==> src/rtl/sprite_pkg.sv <==
// sprite_pkg: shared definitions for the sprite compositor.
//   - default parameter values for the top level
//   - scan FSM state encoding
//   - descriptor record laid out for the default field widths
package sprite_pkg;

    localparam int unsigned DefNumSprites = 4;
    localparam int unsigned DefScreenH    = 64;
    localparam int unsigned DefXgW        = 5;
    localparam int unsigned DefRowW       = 6;
    localparam int unsigned DefDimW       = 8;
    localparam int unsigned DefTexAw      = 16;

    typedef enum logic [1:0] {
        StIdle,
        StScan,
        StDrain,
        StResp
    } state_e;

    // One sprite descriptor at the default widths.
    typedef struct packed {
        logic                en;
        logic [DefXgW-1:0]   xg;
        logic [DefRowW-1:0]  y;
        logic [DefDimW-1:0]  wg;
        logic [DefDimW-1:0]  h;
        logic [DefTexAw-1:0] base;
    } desc_t;

endpackage

==> src/rtl/sprite_hit_addr.sv <==
// sprite_hit_addr: combinational hit test and texture address for one sprite.
// Ports:
//   en_i, sx_i, sy_i, wg_i, h_i, base_i : descriptor of the sprite under test
//   xg_i, row_i                         : requested column group and row (0 = top)
//   hit_o                               : request position lies inside the sprite
//   addr_o                              : texture byte address for that position
module sprite_hit_addr
    import sprite_pkg::*;
#(
    parameter int unsigned SCREEN_H = DefScreenH,
    parameter int unsigned XG_W     = DefXgW,
    parameter int unsigned ROW_W    = DefRowW,
    parameter int unsigned DIM_W    = DefDimW,
    parameter int unsigned TEX_AW   = DefTexAw
) (
    input  logic              en_i,
    input  logic [XG_W-1:0]   sx_i,
    input  logic [ROW_W-1:0]  sy_i,
    input  logic [DIM_W-1:0]  wg_i,
    input  logic [DIM_W-1:0]  h_i,
    input  logic [TEX_AW-1:0] base_i,
    input  logic [XG_W-1:0]   xg_i,
    input  logic [ROW_W-1:0]  row_i,
    output logic              hit_o,
    output logic [TEX_AW-1:0] addr_o
);

    // One extra bit so that sx+wg and sy+h cannot wrap.
    localparam int unsigned CW = DIM_W + 1;

    logic [CW-1:0] xg_w, sx_w, sy_w, wg_w, h_w, posy_w, sx_end, sy_end;
    logic [TEX_AW-1:0] h_a, dx_a, dy_a;

    assign xg_w   = CW'(xg_i);
    assign sx_w   = CW'(sx_i);
    assign sy_w   = CW'(sy_i);
    assign wg_w   = CW'(wg_i);
    assign h_w    = CW'(h_i);
    // Row 0 is the top line; sprite y grows upward from the bottom.
    assign posy_w = CW'(SCREEN_H - 1) - CW'(row_i);
    assign sx_end = sx_w + wg_w;
    assign sy_end = sy_w + h_w;

    assign hit_o = en_i && (wg_w != '0) && (h_w != '0) &&
                   (xg_w >= sx_w) && (xg_w < sx_end) &&
                   (posy_w >= sy_w) && (posy_w < sy_end);

    // Textures are stored column-major, top row of each column first.
    assign h_a    = TEX_AW'(h_i);
    assign dx_a   = TEX_AW'(xg_w - sx_w);
    assign dy_a   = TEX_AW'(sy_end - CW'(1) - posy_w);
    assign addr_o = base_i + h_a * dx_a + dy_a;

endmodule

==> src/rtl/sprite_compositor.sv <==
// sprite_compositor: composes one 8-pixel texture byte per driver request from
// a table of up to NUM_SPRITES sprites.
// Ports:
//   clk, rst                      : clock, asynchronous active-high reset
//   req_valid/req_ready/req_xg/req_row : driver request (ready only when idle)
//   rsp_valid/rsp_ready/rsp_data  : composed byte, held until accepted
//   tex_rd/tex_addr/tex_data      : texture ROM port, data one cycle after tex_rd
//   cfg_we/cfg_idx/cfg_en/cfg_xg/cfg_y/cfg_wg/cfg_h/cfg_base : shadow table write
//   cfg_commit                    : copy shadow table to active table
//   prio_mode                     : 0 = OR all hits, 1 = lowest index wins
module sprite_compositor
    import sprite_pkg::*;
#(
    parameter int unsigned NUM_SPRITES = DefNumSprites,
    parameter int unsigned SCREEN_H    = DefScreenH,
    parameter int unsigned XG_W        = DefXgW,
    parameter int unsigned ROW_W       = DefRowW,
    parameter int unsigned DIM_W       = DefDimW,
    parameter int unsigned TEX_AW      = DefTexAw
) (
    input  logic              clk,
    input  logic              rst,
    input  logic              req_valid,
    output logic              req_ready,
    input  logic [XG_W-1:0]   req_xg,
    input  logic [ROW_W-1:0]  req_row,
    output logic              rsp_valid,
    input  logic              rsp_ready,
    output logic [7:0]        rsp_data,
    output logic              tex_rd,
    output logic [TEX_AW-1:0] tex_addr,
    input  logic [7:0]        tex_data,
    input  logic              cfg_we,
    input  logic [3:0]        cfg_idx,
    input  logic              cfg_en,
    input  logic [XG_W-1:0]   cfg_xg,
    input  logic [ROW_W-1:0]  cfg_y,
    input  logic [DIM_W-1:0]  cfg_wg,
    input  logic [DIM_W-1:0]  cfg_h,
    input  logic [TEX_AW-1:0] cfg_base,
    input  logic              cfg_commit,
    input  logic              prio_mode
);

    localparam int unsigned IdxW = (NUM_SPRITES > 1) ? $clog2(NUM_SPRITES) : 1;
    localparam logic [IdxW-1:0] LastIdx = IdxW'(NUM_SPRITES - 1);

    // Shadow and active descriptor tables, one packed array per field.
    logic [NUM_SPRITES-1:0]             sh_en_q, sh_en_d, act_en_q, act_en_d;
    logic [NUM_SPRITES-1:0][XG_W-1:0]   sh_xg_q, sh_xg_d, act_xg_q, act_xg_d;
    logic [NUM_SPRITES-1:0][ROW_W-1:0]  sh_y_q, sh_y_d, act_y_q, act_y_d;
    logic [NUM_SPRITES-1:0][DIM_W-1:0]  sh_wg_q, sh_wg_d, act_wg_q, act_wg_d;
    logic [NUM_SPRITES-1:0][DIM_W-1:0]  sh_h_q, sh_h_d, act_h_q, act_h_d;
    logic [NUM_SPRITES-1:0][TEX_AW-1:0] sh_base_q, sh_base_d, act_base_q, act_base_d;
    logic commit_pend_q, commit_pend_d;
    logic commit_now;
    logic [IdxW-1:0] widx;

    state_e            state_q, state_d;
    logic [IdxW-1:0]   idx_q, idx_d;
    logic              drain_q, drain_d;
    logic              found_q, found_d;
    logic [XG_W-1:0]   xg_q, xg_d;
    logic [ROW_W-1:0]  row_q, row_d;
    logic              tex_rd_q, tex_rd_d;
    logic [TEX_AW-1:0] tex_addr_q, tex_addr_d;
    logic              rd_pipe_q, rd_pipe_d;
    logic [7:0]        acc_q, acc_d;
    logic              rsp_valid_q, rsp_valid_d;
    logic [7:0]        rsp_data_q, rsp_data_d;

    logic              cur_hit;
    logic [TEX_AW-1:0] cur_addr;

    assign widx = cfg_idx[IdxW-1:0];

    // A commit is only applied in IDLE; one seen while busy waits until then.
    assign commit_now = (state_q == StIdle) && (cfg_commit || commit_pend_q);

    always_comb begin
        sh_en_d   = sh_en_q;
        sh_xg_d   = sh_xg_q;
        sh_y_d    = sh_y_q;
        sh_wg_d   = sh_wg_q;
        sh_h_d    = sh_h_q;
        sh_base_d = sh_base_q;
        if (cfg_we && (32'(cfg_idx) < NUM_SPRITES)) begin
            sh_en_d[widx]   = cfg_en;
            sh_xg_d[widx]   = cfg_xg;
            sh_y_d[widx]    = cfg_y;
            sh_wg_d[widx]   = cfg_wg;
            sh_h_d[widx]    = cfg_h;
            sh_base_d[widx] = cfg_base;
        end

        act_en_d   = act_en_q;
        act_xg_d   = act_xg_q;
        act_y_d    = act_y_q;
        act_wg_d   = act_wg_q;
        act_h_d    = act_h_q;
        act_base_d = act_base_q;
        // Copy from the _d view so a same-cycle write is included.
        if (commit_now) begin
            act_en_d   = sh_en_d;
            act_xg_d   = sh_xg_d;
            act_y_d    = sh_y_d;
            act_wg_d   = sh_wg_d;
            act_h_d    = sh_h_d;
            act_base_d = sh_base_d;
        end

        commit_pend_d = commit_pend_q;
        if (commit_now) begin
            commit_pend_d = 1'b0;
        end else if (cfg_commit) begin
            commit_pend_d = 1'b1;
        end
    end

    sprite_hit_addr #(
        .SCREEN_H (SCREEN_H),
        .XG_W     (XG_W),
        .ROW_W    (ROW_W),
        .DIM_W    (DIM_W),
        .TEX_AW   (TEX_AW)
    ) u_hit_addr (
        .en_i   (act_en_q[idx_q]),
        .sx_i   (act_xg_q[idx_q]),
        .sy_i   (act_y_q[idx_q]),
        .wg_i   (act_wg_q[idx_q]),
        .h_i    (act_h_q[idx_q]),
        .base_i (act_base_q[idx_q]),
        .xg_i   (xg_q),
        .row_i  (row_q),
        .hit_o  (cur_hit),
        .addr_o (cur_addr)
    );

    always_comb begin
        state_d     = state_q;
        idx_d       = idx_q;
        drain_d     = drain_q;
        found_d     = found_q;
        xg_d        = xg_q;
        row_d       = row_q;
        tex_rd_d    = 1'b0;
        tex_addr_d  = tex_addr_q;
        rd_pipe_d   = tex_rd_q;
        // ROM data lands two edges after the fetch decision.
        acc_d       = rd_pipe_q ? (acc_q | tex_data) : acc_q;
        rsp_valid_d = rsp_valid_q;
        rsp_data_d  = rsp_data_q;

        unique case (state_q)
            StIdle: begin
                if (req_valid) begin
                    xg_d    = req_xg;
                    row_d   = req_row;
                    acc_d   = '0;
                    found_d = 1'b0;
                    idx_d   = '0;
                    drain_d = 1'b0;
                    state_d = StScan;
                end
            end
            StScan: begin
                if (cur_hit && !(prio_mode && found_q)) begin
                    tex_rd_d   = 1'b1;
                    tex_addr_d = cur_addr;
                    found_d    = 1'b1;
                end
                if (idx_q == LastIdx) begin
                    state_d = StDrain;
                end else begin
                    idx_d = idx_q + IdxW'(1);
                end
            end
            StDrain: begin
                drain_d = 1'b1;
                if (drain_q) begin
                    state_d = StResp;
                end
            end
            StResp: begin
                if (!rsp_valid_q) begin
                    rsp_valid_d = 1'b1;
                    rsp_data_d  = acc_q;
                end else if (rsp_ready) begin
                    rsp_valid_d = 1'b0;
                    state_d     = StIdle;
                end
            end
            default: state_d = StIdle;
        endcase
    end

    always_ff @(posedge clk or posedge rst) begin
        if (rst) begin
            state_q <= StIdle;
        end else begin
            state_q <= state_d;
        end
    end

    always_ff @(posedge clk or posedge rst) begin
        if (rst) begin
            sh_en_q       <= '0;
            sh_xg_q       <= '0;
            sh_y_q        <= '0;
            sh_wg_q       <= '0;
            sh_h_q        <= '0;
            sh_base_q     <= '0;
            act_en_q      <= '0;
            act_xg_q      <= '0;
            act_y_q       <= '0;
            act_wg_q      <= '0;
            act_h_q       <= '0;
            act_base_q    <= '0;
            commit_pend_q <= 1'b0;
            idx_q         <= '0;
            drain_q       <= 1'b0;
            found_q       <= 1'b0;
            xg_q          <= '0;
            row_q         <= '0;
            tex_rd_q      <= 1'b0;
            tex_addr_q    <= '0;
            rd_pipe_q     <= 1'b0;
            acc_q         <= '0;
            rsp_valid_q   <= 1'b0;
            rsp_data_q    <= '0;
        end else begin
            sh_en_q       <= sh_en_d;
            sh_xg_q       <= sh_xg_d;
            sh_y_q        <= sh_y_d;
            sh_wg_q       <= sh_wg_d;
            sh_h_q        <= sh_h_d;
            sh_base_q     <= sh_base_d;
            act_en_q      <= act_en_d;
            act_xg_q      <= act_xg_d;
            act_y_q       <= act_y_d;
            act_wg_q      <= act_wg_d;
            act_h_q       <= act_h_d;
            act_base_q    <= act_base_d;
            commit_pend_q <= commit_pend_d;
            idx_q         <= idx_d;
            drain_q       <= drain_d;
            found_q       <= found_d;
            xg_q          <= xg_d;
            row_q         <= row_d;
            tex_rd_q      <= tex_rd_d;
            tex_addr_q    <= tex_addr_d;
            rd_pipe_q     <= rd_pipe_d;
            acc_q         <= acc_d;
            rsp_valid_q   <= rsp_valid_d;
            rsp_data_q    <= rsp_data_d;
        end
    end

    assign req_ready = (state_q == StIdle);
    assign rsp_valid = rsp_valid_q;
    assign rsp_data  = rsp_data_q;
    assign tex_rd    = tex_rd_q;
    assign tex_addr  = tex_addr_q;

endmodule

==> config.mk <==
export PLATFORM = sky130hd
export DESIGN_NAME = sprite_compositor
export DESIGN_NICKNAME = d
export VERILOG_FILES = /design/src/rtl/sprite_pkg.sv /design/src/rtl/sprite_hit_addr.sv /design/src/rtl/sprite_compositor.sv
export SDC_FILE = /design/constraint.sdc
export NUM_CORES = 1
export LEC_CHECK = 0
export ABC_CLOCK_PERIOD_IN_PS = 24300
export CORE_UTILIZATION = 50
export CTS_CLUSTER_DIAMETER = 50
export CTS_CLUSTER_SIZE = 20
export DETAILED_ROUTE_END_ITERATION = 7
export GPL_TIMING_DRIVEN = 0
export PLACE_DENSITY_LB_ADDON = 0.12
export REMOVE_ABC_BUFFERS = 1
export SYNTH_ARGS = -nofsm -noshare
export SYNTH_HDL_FRONTEND = slang
export SYNTH_SLANG_ARGS = --single-unit
==> constraint.sdc <==
create_clock -name clk -period 24.3 [get_ports clk]
set_clock_uncertainty 0.2 [all_clocks]
set_input_delay 2.43 -clock clk [delete_from_list [all_inputs] [get_ports clk]]
set_output_delay 2.43 -clock clk [all_outputs]
set_load 0.03 [all_outputs]
# Yosys cells after proc, flatten, opt, wreduce, memory -nomap -nowiden

Cells that the tools add are included.

Word-level logic and storage cells: 168
Bits in registers: 405

Mux-type cells: 56
Bitwise operators: 2
Multipliers: 1
Order comparisons: 8
Eq/ne operators: 11
Add/subtract/negate cells: 9
Reductions and logical operators: 26

Operator list:

| cell                                    | number |
|---|---|
| bitwise mux 32 bit                      | 2 |
| bitwise mux 64 bit                      | 1 |
| 2-to-1 mux 32 bit                       | 2 |
| 2-to-1 mux 64 bit                       | 1 |
| 2-to-1 mux 8 bit                        | 6 |
| adder 16 bit                            | 2 |
| binary-select mux 16 bit (select 2 bit) | 1 |
| binary-select mux 8 bit (select 2 bit)  | 2 |
| demux 16 bit (select 2 bit)             | 1 |
| 2-to-1 mux 16 bit                       | 2 |
| bitwise mux 24 bit                      | 1 |
| 2-to-1 mux 24 bit                       | 1 |
| bitwise mux 20 bit                      | 1 |
| 2-to-1 mux 20 bit                       | 1 |
| nonzero test 9 bit                      | 2 |
| demux 8 bit (select 2 bit)              | 1 |
| multiplier 8 x 16 -> 16 bit             | 1 |
| subtractor 16 x 9 -> 16 bit             | 1 |
| 2-to-1 mux 2 bit                        | 7 |
| != test 2 bit (second input constant)   | 7 |
| binary-select mux 6 bit (select 2 bit)  | 1 |
| demux 6 bit (select 2 bit)              | 1 |
| 2-to-1 mux 6 bit                        | 2 |
| logical AND 1 bit                       | 11 |
| other kinds (35)                        | 55 |

# Logic depth before layout (Yosys ltp)

Word-level depth: 12
Gate-level depth with buffers: 30
Depth with buffers taken out: 27

# Cells and area by module

A second synthesis with hierarchy kept.

Cells, all modules: 2079
Area total of the unflattened synthesis: 21800.9 µm²

By module, submodules not included:

| module            | area each (µm²) | instances | cells an instance |
|---|---|---|---|
| sprite_compositor | 17595.6         | 1         | 1568 |
| sprite_hit_addr   | 4205.3          | 1         | 511 |

# Least setup slack after synthesis

OpenSTA, ideal clock, no wires.

Path type: reg2reg
From: register idx_q[1]
To: register tex_addr_q[14], in the netlist tex_addr[14]
Cell stages (with the launch flop): 29
Data required time: 23.975 ns
Arrival time: 7.303 ns
Setup slack: 16.672 ns
Setup time: 0.125 ns
Buffers on the path: 4
Clock period less this slack: 7.628 ns
Path through: dfrtp_1 > buf_4 > buf_4 > clkbuf_1 > buf_1 > mux4_2 > ha_1 > fa_1 > inv_1 > a21o_1 > a21oi_1 > xnor2_1 > nand2_1 > fa_1 > inv_1 > fa_1 > fa_1 > fa_1 > inv_1 > fa_1 > inv_1 > ha_1 > o21ai_0 > a21boi_0 > o21ai_0 > a211oi_1 > mux2i_1 > nand2_1 > mux2_2

Cells in the longest elaborated chain, start to end: 11
Elaborated cells on any way between the ends: 34
Classes of those cells: add/sub: 7; mul: 1; order compare: 4; mux: 12; reduce/logical: 10

RTL lines:

| what                                                                 | RTL line                 | text |
|---|---|---|
| from (decl)                                                          | sprite_compositor.sv:60  | `logic [IdxW-1:0] idx_q, idx_d;` |
| from (signal assigned)                                               | sprite_compositor.sv:245 | `idx_q <= idx_d;` |
| branches (longest 11 deep; another with multiplier 8 x 16 -> 16 bit) | -                        |  |
| to (signal assigned)                                                 | sprite_compositor.sv:251 | `tex_addr_q <= tex_addr_d;` |
| to (decl)                                                            | sprite_compositor.sv:66  | `logic [TEX_AW-1:0] tex_addr_q, tex_addr_d;` |

Several ways; the timed one is not identified. The select of a mux whose other input is x is not followed.
A chain may end at the register's enable or synchronous reset.

# Worst setup path in the final report

From: register idx_q[0]
To: register tex_addr_q[15], in the netlist tex_addr[15]

The elaborated chain is that of the path after synthesis.

==> Implementation_results.wiki <==
{| class="wikitable"
! Metric !! Value
|-
| Synthesized-area fraction occupied by ao, oa, aoi and oai cells || 3.23%
|-
| Most used DFF post-synth || sky130_fd_sc_hd__dfrtp_1
|-
| Synthesized-area fraction occupied by and/or/nand/nor cells || 3.68%
|-
| Setup crit start kind || flip-flop
|-
| RD Place Congestion || 0.782
|-
| Maximum clock path buffer count || 3
|-
| Total routed wirelength || 39.8 mm
|-
| Half-perimeter wire length after placement || 28.0 mm
|-
| Post-layout nets || 1,834
|-
| Number of setup buffers added after CTS || 0
|-
| Max-slew violation total from the final report || 0
|-
| Proportion of netlist area held by the largest area contributor || 49.3%
|-
| Number of detailed-route iterations in the first pass || 4
|-
| Average wire per standard cell || 18.4 um
|-
| Worst min-delay path category || flip-flop to flip-flop
|-
| Number of gates resized after cts || 0
|-
| Floorplan die height || 205 um
|-
| Layout filler cell count || between 3,000 and 4,000
|-
| Slew @ Worst Pin || 1.27 ns
|-
| Worst-case headroom to the max-slew limit || 15.5%
|-
| First-pass GRT wire length || 66.9 mm
|-
| Post-synthesis cell type with the largest combined area || sky130_fd_sc_hd__dfrtp_1
|-
| Hold path endpoint || rd_pipe_q$_DFF_PP0_
|-
| Period utilization || 34.6%
|-
| Crit. path cell count || 26
|-
| Fraction of layout cells with a size suffix above 1 || roughly 33%
|-
| Antenna violations before repair || 6
|-
| Worst endpoint data arrival time || between 8 and 9 ns
|-
| Number of DRC markers after the initial detailed-route iteration || 420
|-
| Number of clock sinks || 405
|-
| Hold Worst Slack || 0.197 ns
|-
| Starting density of the core || 51.3%
|-
| Storage cell area || 10,100 um2
|-
| Total number of placement rows || 73
|-
| Number of flip-flops and latches in the synthesized netlist || 405
|-
| Dominant combinational cell family by area after synthesis || multiplexers
|-
| Post-synthesis instance total || 1,489
|-
| Clock-pin slew of the registers on the worst-case setup and hold paths || approximately 0.070 ns
|-
| Maximum net fanout on the critical path || 32
|-
| Worst r2r src || idx_q[0]$_DFFE_PP0P_
|-
| Worst reg2reg path endpoint || tex_addr[15]$_DFFE_PP0P_
|-
| TNS Setup || 0 ns
|-
| Number of vias per cell after detailed routing || around 5.3
|-
| XOR/XNOR share of the synthesized area || 1.58%
|-
| Clk_lat worst skew || 0.56 ns
|-
| Yosys warnings || 0
|-
| Top delay family on crit path || adder cells
|-
| EDFF count, synth || 0
|-
| Post-synth design cell area || 20,600 um2
|-
| Final critical-path setup slack || 15.88 ns
|-
| Result of the run || finished clean
|-
| CP max stage cell || sky130_fd_sc_hd__dfrtp_4
|-
| Area grow syn2layout || 16.4%
|-
| Depth of the worst register-to-register path || 26
|-
| Crit path buffers/inverters || 4
|-
| Minimum clock period || roughly 8.4 ns
|-
| TritonCTS clock tree || yes
|-
| Area of the core region || 40,100 um2
|-
| CTS Root Buffer Type || sky130_fd_sc_hd__clkbuf_16
|-
| Peak per-stage delay on the critical path || 0.68 ns
|-
| HP Start || tex_rd$_DFF_PP0_
|-
| Count of port buffers added during placement || 100
|-
| Antenna-violating nets left || 0
|-
| Largest net degree at the start of global routing || 139
|-
| Vias post-DR || ~12,000
|-
| Number of global-route vias before repair || 12,500
|-
| Hold Path Depth || 0
|-
| Syn_area_per_cell || 13.8 um2
|-
| Area of combinational cells with multiple inputs || around 9600 um2
|-
| Final hold violation count || 0
|-
| Unrepaired setup endpoints after global routing || no
|-
| Finished layout cell area || 23,900 um2
|-
| Maxcap violations || 0
|-
| Slack of the worst reg-to-reg path || 15.88 ns
|-
| Fraction of the mapped netlist area in adder cells || 12.3%
|-
| Most frequent cell on the critical path || sky130_fd_sc_hd__fa_1
|-
| Total of endpoints with negative setup slack in the final report || 0
|-
| Max Clock Freq || 0.119 GHz
|-
| Sequential cell area fraction in the yosys report || 49.3%
|-
| CTS HTree Levels || 2
|-
| Overall die area || 41,900 um2
|-
| Synth async-reset ratio || 100%
|-
| Grt ovf || 0
|-
| Number of distinct library cells after synthesis || 61
|-
| Crit path capture type || flip-flop
|-
| # DRC || 0
|-
| Critical Path RT || 24.52 ns
|-
| Die X || roughly 200 um
|-
| Area after DPL || 22,500 um2
|-
| Total of hold buffers inserted after clock tree synthesis || 0
|-
| Multiplexer share of the synthesized area || around a quarter
|-
| Place WS || 15.81 ns
|-
| TritonCTS buffer count || 42
|-
| Number of top-level design ports || 101
|-
| Worst setup path category || flip-flop to flip-flop
|-
| Total global routing track utilization || 20.5%
|-
| Leading post-synthesis cells by cell area || sky130_fd_sc_hd__dfrtp_1 49%, sky130_fd_sc_hd__mux2_2 20%, sky130_fd_sc_hd__fa_1 7.6%
|}
==> Yosys cell counts, drive strengths merged, types with 21 or more instances <==
library cell and count:
a21oi 28, buf 21, clkbuf 33, dfrtp 405
fa 78, ha 77, inv 155, mux2 378
mux4 43, nand2 51, nor2 39, o21ai 29
xnor2 25
==> sequential cells by signal, summed over array words and instances (netlist names), 4 cells and up <==
register,count
acc_q,8
act_base_q,64
act_en_q,4
act_h_q,32
act_wg_q,32
act_xg_q,20
act_y_q,24
row_q,6
rsp_data,8
sh_base_q,64
sh_en_q,4
sh_h_q,32
sh_wg_q,32
sh_xg_q,20
sh_y_q,24
tex_addr,16
xg_q,5
==> final cells by class <==
type / instances / area share, %
timing repair buffer: 126 / 6.16
clock inverter: 31 / 1.52
multi-input combinational: 875 / 40.2
tap: 525 / 2.74
antenna: 1 / 0.0105
clock buffer: 45 / 4.57
sequential: 405 / 42.4
inverter: 155 / 2.46
==> per-stage QoR <==
step | util [%] | std cells
6_report | 59.7 | 2163
5_1_grt | 59.7 | 2162
4_1_cts | 59.7 | 2162
3_5_place_dp | 56.1 | 2086
3_3_place_gp | 54.8 | 2060
2_1_floorplan | - | 1435
==> cells by family (layout without fill, tap and decap cells) <==
| logic type | after synthesis | after routing |
|---|---|---|
| buf+inv | 209 | 357 |
| xor+xnor | 37 | 37 |
| mux | 426 | 426 |
| compound gates | 100 | 100 |
| flops | 405 | 405 |
| simple gates | 156 | 156 |
| fa+ha+maj | 156 | 156 |
| other cells | 0 | 1 |
==> how the worst max path moves through the flow <==
stage	startpoint	endpoint
after floorplan	rst	acc_q[0]$_DFF_PP0_
after global placement	rst	sh_base_q[44]$_DFF_PP0_
after detailed placement	idx_q[0]$_DFFE_PP0P_	tex_addr[15]$_DFFE_PP0P_
after CTS	idx_q[0]$_DFFE_PP0P_	tex_addr[15]$_DFFE_PP0P_
after global routing	idx_q[0]$_DFFE_PP0P_	tex_addr[14]$_DFFE_PP0P_
final	idx_q[0]$_DFFE_PP0P_	tex_addr[15]$_DFFE_PP0P_
==> layout by cell type, fill, tap and decap left out, drive strengths merged, types with 9 or more instances in the layout <==
cell	instances
fa	78
buf	26
dfrtp	405
xor2	12
nand2b	15
nor2b	14
nor2	39
a21oi	28
o21ai	29
a21o	10
xnor2	25
mux2	378
nand2	51
mux4	43
clkbuf	45
and2	9
inv	172
clkdlybuf4s50	100
ha	77
==> routing by layer <==
| layer | track usage, % | part of all wire, % | vias up | wire length (um) |
|---|---|---|---|---|
| met4 | 5.62 | 1.8 | 6 | 710 |
| met2 | 32.9 | 47 | 148 | 18800 |
| li1 | - | - | 5375 | - |
| met1 | 28.9 | 47 | 5952 | 18700 |
| met5 | 0 | 0.093 | - | 37 |
| met3 | 3.28 | 3.6 | 53 | 1440 |
Power is left out: the tool's default activity adds up to more than one toggle a clock period on the data nets, which glitch-free logic cannot reach.
==> patch 1, RTL diff (same flow settings) <==
Add an input register stage for `cfg_idx`, without a reset; this delays it by one clock. The other inputs are not delayed to match.
--- a/src/rtl/sprite_compositor.sv
+++ b/src/rtl/sprite_compositor.sv
@@ -47,2 +47,8 @@
 
+    logic [3:0] cfg_idx_q;
+
+    always_ff @(posedge clk) begin
+        cfg_idx_q <= cfg_idx;
+    end
+
     // Shadow and active descriptor tables, one packed array per field.
@@ -74,3 +80,3 @@
 
-    assign widx = cfg_idx[IdxW-1:0];
+    assign widx = cfg_idx_q[IdxW-1:0];
 
@@ -86,3 +92,3 @@
         sh_base_d = sh_base_q;
-        if (cfg_we && (32'(cfg_idx) < NUM_SPRITES)) begin
+        if (cfg_we && (32'(cfg_idx_q) < NUM_SPRITES)) begin
             sh_en_d[widx]   = cfg_en;
Behaviour: not the same (a bounded check fails within 4 cycles, from zero or initial values and one cycle with rst high).
==> patch 1 against the unedited design <==
  * Hold slack worse by 0.020 ns
  * Wire length is 0.21% higher
  * Sequential cell count is 4 higher
  * Non-clock buffer count is 1 higher
  * Final cell count is 0.32% higher
  * Area after synthesis is 0.36% higher
  * Final area hardly changed
  * Worst setup slack worse by 0.025 ns
  * Highest routed layer unchanged
Power is left out: the tool's default activity adds up to more than one toggle a clock period on the data nets, which glitch-free logic cannot reach.
==> patch 1: results (changes against the unedited design) <==
OUTCOME='complete, no violations'  # unchanged
CTSRESIZECOUNT=0  # unchanged
FF2FF_PATH_DEPTH=26  # unchanged
CLOCK_TREE.ROOT_CELL='clkbuf_16'  # unchanged
DP.CELLS=2098  # was 2086
WORSTSKEWPAIRLATENCY_NS=0.57
ANTENNA_FOUND_INITIAL=2  # was 6
POST-DP-HPWL_UM=28200  # was 28000 µm
DRT_ITER0_DRC=454  # was 420
POST_SYNTH_NUM_CELL_TYPES=62  # was 61
GRT_PASS1_WL_UM=66200  # was 66900 µm
SYNTH.YOSYS.WARNINGS=0  # unchanged
HOLD-PATH-CELL-COUNT=0  # unchanged
YOSYSSEQAREASHARE_PCT=49.5  # was 49.3%
SYN_AREA_PER_CELL_UM2=13.8  # about the same
WORSTPATHARRIVAL_NS=8.68  # was 8.64 ns
ROUTED-VIA-COUNT=11500  # about the same
FIN_HOLD_WS_NS=0.177  # was 0.197 ns
YS.FLOP_TYPE='dfrtp_1'  # unchanged
GRT_MAX_DEGREE=126  # was 139
GLOBALPLACE.CONGESTION=0.791  # was 0.782
AVGROUTEDWIREPERCELL_UM=18.4  # about the same
GRT_USE_TOTAL_PCT=20.2  # was 20.5%
DRC_ERRORS=0  # unchanged
SHARE_OF_CELLS_ABOVE_DRIVE_STRENGTH_1_PCT=32.7  # was 32.8%
POST_SYNTH_MOST_FREQUENT_CELLS='405 x dfrtp_1, 371 x mux2_2, 153 x inv_1'  # was 405 x dfrtp_1, 371 x mux2_2, 155 x inv_1
NUMBER_OF_BUFFERS_CREATED_BY_CTS=40  # was 42
ASYNCSETRESETFLOPFRACSYNTH_PCT=99.0  # was 100%
ANTENNA_CELLS=0  # was 1
VIASPERCELL=5.30  # was 5.33
CRITICAL_PATH.MAX_STAGE_DELAY_NS=0.67
TIGHTESTPINTRANSITION_NS=1.29  # was 1.27 ns
PLACEMENT.IO_BUFFERS=100  # unchanged
DESIGN.FINAL.NETS=1837  # was 1834
SYNTH.AREA.TOP_CELLS='dfrtp_1 49%, mux2_2 20%, fa_1 7.6%, ha_1 4.7%, mux4_2 4.5%'  # unchanged
TIMING.REG2REG.SETUP_SLACK_NS=15.86  # was 15.88 ns
patch 1: changes by cell type after synthesis, moves of 2 or more:
cell,before,now
buf_4,3,0
nor2_1,38,35
clkbuf_1,33,36
dfxtp_1,0,4
a21oi_1,27,30
buf_1,7,11
nand2b_1,15,12
inv_1,155,153
buf_6,1,3
xnor2_1,25,28
buf_2,8,3
patch 1: per-layer routing:
| metal | vias up | routed length (µm) | global-route usage (%) |
|---|---|---|---|
| met1 | 5961 | 18300 | 27.6 |
| met3 | 57 | 1270 | 3.18 |
| met4 | 4 | 766 | 6.03 |
| met5 | - | 25 | 0 |
| li1 | 5355 | - | - |
| met2 | 134 | 19500 | 33.5 |
patch 1: final cells by class:
type	count	area, µm²
clock buffer	44	1080
timing repair buffer	127	1460
inverter	154	588
fill	3287	16800
sequential	409	10200
clock inverter	28	319
tap	532	666
multi-input combinational	876	9630
patch 1: metrics by stage:
step	cell area [µm²]	worst slack, ns
after floorplan	20400	10.40
after global placement	22100	5.92
after detailed placement	22600	15.79
after CTS	24000	15.73
after global routing	24000	15.23
final	24000	15.86
patch 1: kinds of logic (layout without fill, tap and decap cells):
logic type                 count (synthesis)  count (layout)  share of synthesized area (%)
xor gates and xnor gates                  40              40                           1.70
AOI/OAI and AO/OA                        103             103                           3.24
and+or+nand+nor                          150             150                           3.51
buffers and inverters                    208             353                           3.98
muxes                                    427             427                           25.8
adders and majority gates                156             156                           12.3
DFF                                      409             409                           49.5
patch 1: critical path, delay by kind of cell (launching register included):
family          cells  cell delay, ns
xor+xnor            3            0.81
simple gates        4            0.73
buf+inv             4            0.53
flops               1            0.67
compound gates      7            1.85
mux                 2            0.89
fa+ha+maj           6            2.60
patch 1: how the worst max path moves through the flow:
stage / startpoint / end / slack (ns) / cells after the start
floorplan: rst / acc_q[0] / 10.40 / 1
global placement: rst / sh_base_q[14] / 5.92 / 2
detailed placement: idx_q[0] / tex_addr[15] / 15.79 / 26
CTS: idx_q[0] / tex_addr[15] / 15.73 / 26
global route: idx_q[0] / tex_addr[15] / 15.23 / 26
finish: idx_q[0] / tex_addr[15] / 15.86 / 26
==> patch 2, RTL diff (same settings) <==
Made on the original files. `DefXgW`: 5 -> 4.
--- a/src/rtl/sprite_pkg.sv
+++ b/src/rtl/sprite_pkg.sv
@@ -8,3 +8,3 @@
     localparam int unsigned DefScreenH    = 64;
-    localparam int unsigned DefXgW        = 5;
+    localparam int unsigned DefXgW        = 4;
     localparam int unsigned DefRowW       = 6;
Ports: changed (resized cfg_xg and req_xg); port bits go from 101 to 99. No check against the original RTL was run, so the function may have changed too.
==> patch 2 against the unedited design <==
  * Sequential cell count fell by 9
  * Wire length fell by 5.0%
  * Area after synthesis fell by 4.1%
  * Final area fell by 4.1%
  * Die area fell by 4.1%
  * Worst setup slack improved by 0.23 ns
  * Hold slack improved by 0.0018 ns
  * Critical path type unchanged
Power is left out: the tool's default activity adds up to more than one toggle a clock period on the data nets, which glitch-free logic cannot reach.
==> patch 2: results (changes against the unedited design) <==
CLOCK_BUFFERS=48  # was 45
CLOCK_AREA_SHARE_PCT=5.78  # was 6.09%
SYNTH.AREA.TOP_CELLS='dfrtp_1 50%, mux2_2 21%, fa_1 7.7%, ha_1 4.7%, mux4_2 4.6%'  # was dfrtp_1 49%, mux2_2 20%, fa_1 7.6%, ha_1 4.7%, mux4_2 4.5%
N_MULTI_INPUT_COMBINATIONAL_CELL=814  # was 875
ANTENNA_CELLS=0  # was 1
TIMING.CRITICAL_PATH.FANOUT_MAX=25  # was 32
ROUTED-VIA-COUNT=10900  # was 11500
POST_SYNTH_NUM_CELL_TYPES=53  # was 61
SHARE_OF_CELLS_ABOVE_DRIVE_STRENGTH_1_PCT=33.1  # was 32.8%
DRT-MET1-WL_UM=17800  # was 18700 µm
DESIGN.FINAL.NETS=1743  # was 1834
FILLERINSTANCES=3093  # was 3193
POST_SYNTH_INST_COUNT=1406  # was 1489
GRT_MAX_DEGREE=125  # was 139
POST-DP-HPWL_UM=27300  # was 28000 µm
DRT_ITER0_DRC=451  # was 420
DP.CELLS=1998  # was 2086
GRT_PASS1_VIAS=11800  # was 12500
NUMBER_OF_BUFFERS_CREATED_BY_CTS=39  # was 42
VIASPERCELL=5.25  # was 5.33
MAX-SLEW-MARGIN-REL_PCT=20.7  # was 15.5%
YOSYSSEQAREASHARE_PCT=50.3  # was 49.3%
AVGROUTEDWIREPERCELL_UM=18.3  # was 18.4 µm
PLACEMENT.IO_BUFFERS=98  # was 100
OUTCOME='complete, no violations'  # unchanged
FLOPS_AND_LATCHES=396  # was 405
ANTENNA_FOUND_INITIAL=2  # was 6
CP-STARTPOINT='idx_q[1]'  # was idx_q[0]
GRT_USE_TOTAL_PCT=19.8  # was 20.5%
MET1_GLOBAL_ROUTE_USAGE_PCT=28.1  # was 28.9%
SH_SEQ_AREA_PCT=43.2  # was 42.4%
POST_SYNTH_MOST_FREQUENT_CELLS='396 x dfrtp_1, 364 x mux2_2, 145 x inv_1'  # was 405 x dfrtp_1, 371 x mux2_2, 155 x inv_1
==> patch 2: critical path, cell delays in order (launching register included) <==
cell and delay (ns):
dfrtp_2 0.87, buf_12 0.30, mux4_2 0.27, ha_1 0.19, inv_1 0.07, fa_1 0.42
a21o_1 0.18, a21oi_1 0.53, nand2_1 0.26, fa_1 0.72, inv_1 0.12, fa_1 0.48
fa_1 0.52, fa_1 0.50, inv_1 0.05, fa_1 0.47, inv_1 0.04, ha_1 0.31
o21a_1 0.13, o21ai_0 0.30, a21oi_1 0.10, o21ba_2 0.23, o41ai_1 0.39, xnor2_1 0.10
mux2_2 0.27
==> patch 2: cells by family after synthesis <==
| logic type | synth area share (%) |
|---|---|
| multiplexers | 26.1 |
| flip-flops | 50.3 |
| buffers and inverters | 3.94 |
| adder cells (fa/ha/maj) | 12.5 |
| AND/OR/NAND/NOR | 2.97 |
| AO/OA/AOI/OAI | 2.97 |
| XOR/XNOR | 1.33 |
==> patch 2: stage by stage <==
step	utilization [%]	area, µm²	setup slack (ns)	TNS (ns)
floorplan	-	19500	8.19	0
global placement	54.5	21100	-0.283	-41.10
detailed placement	55.8	21600	16.07	0
CTS	59.3	23000	16.02	0
global route	59.3	23000	15.63	0
finish	59.3	23000	16.11	0
==> patch 2: worst paths after layout <==
| path | to | cells past startpoint | slack [ns] |
|---|---|---|---|
| setup / recovery | tex_addr[14] | 24 | 16.11 |
| setup reg to reg | tex_addr[14] | 24 | 16.11 |
| hold reg to reg | rd_pipe_q | 0 | 0.20 |
| max in group asynchronous | sh_base_q[8] | 3 | 20.81 |
| min in group asynchronous | act_y_q[15] | 2 | 2.13 |
| hold / removal | rd_pipe_q | 0 | 0.20 |
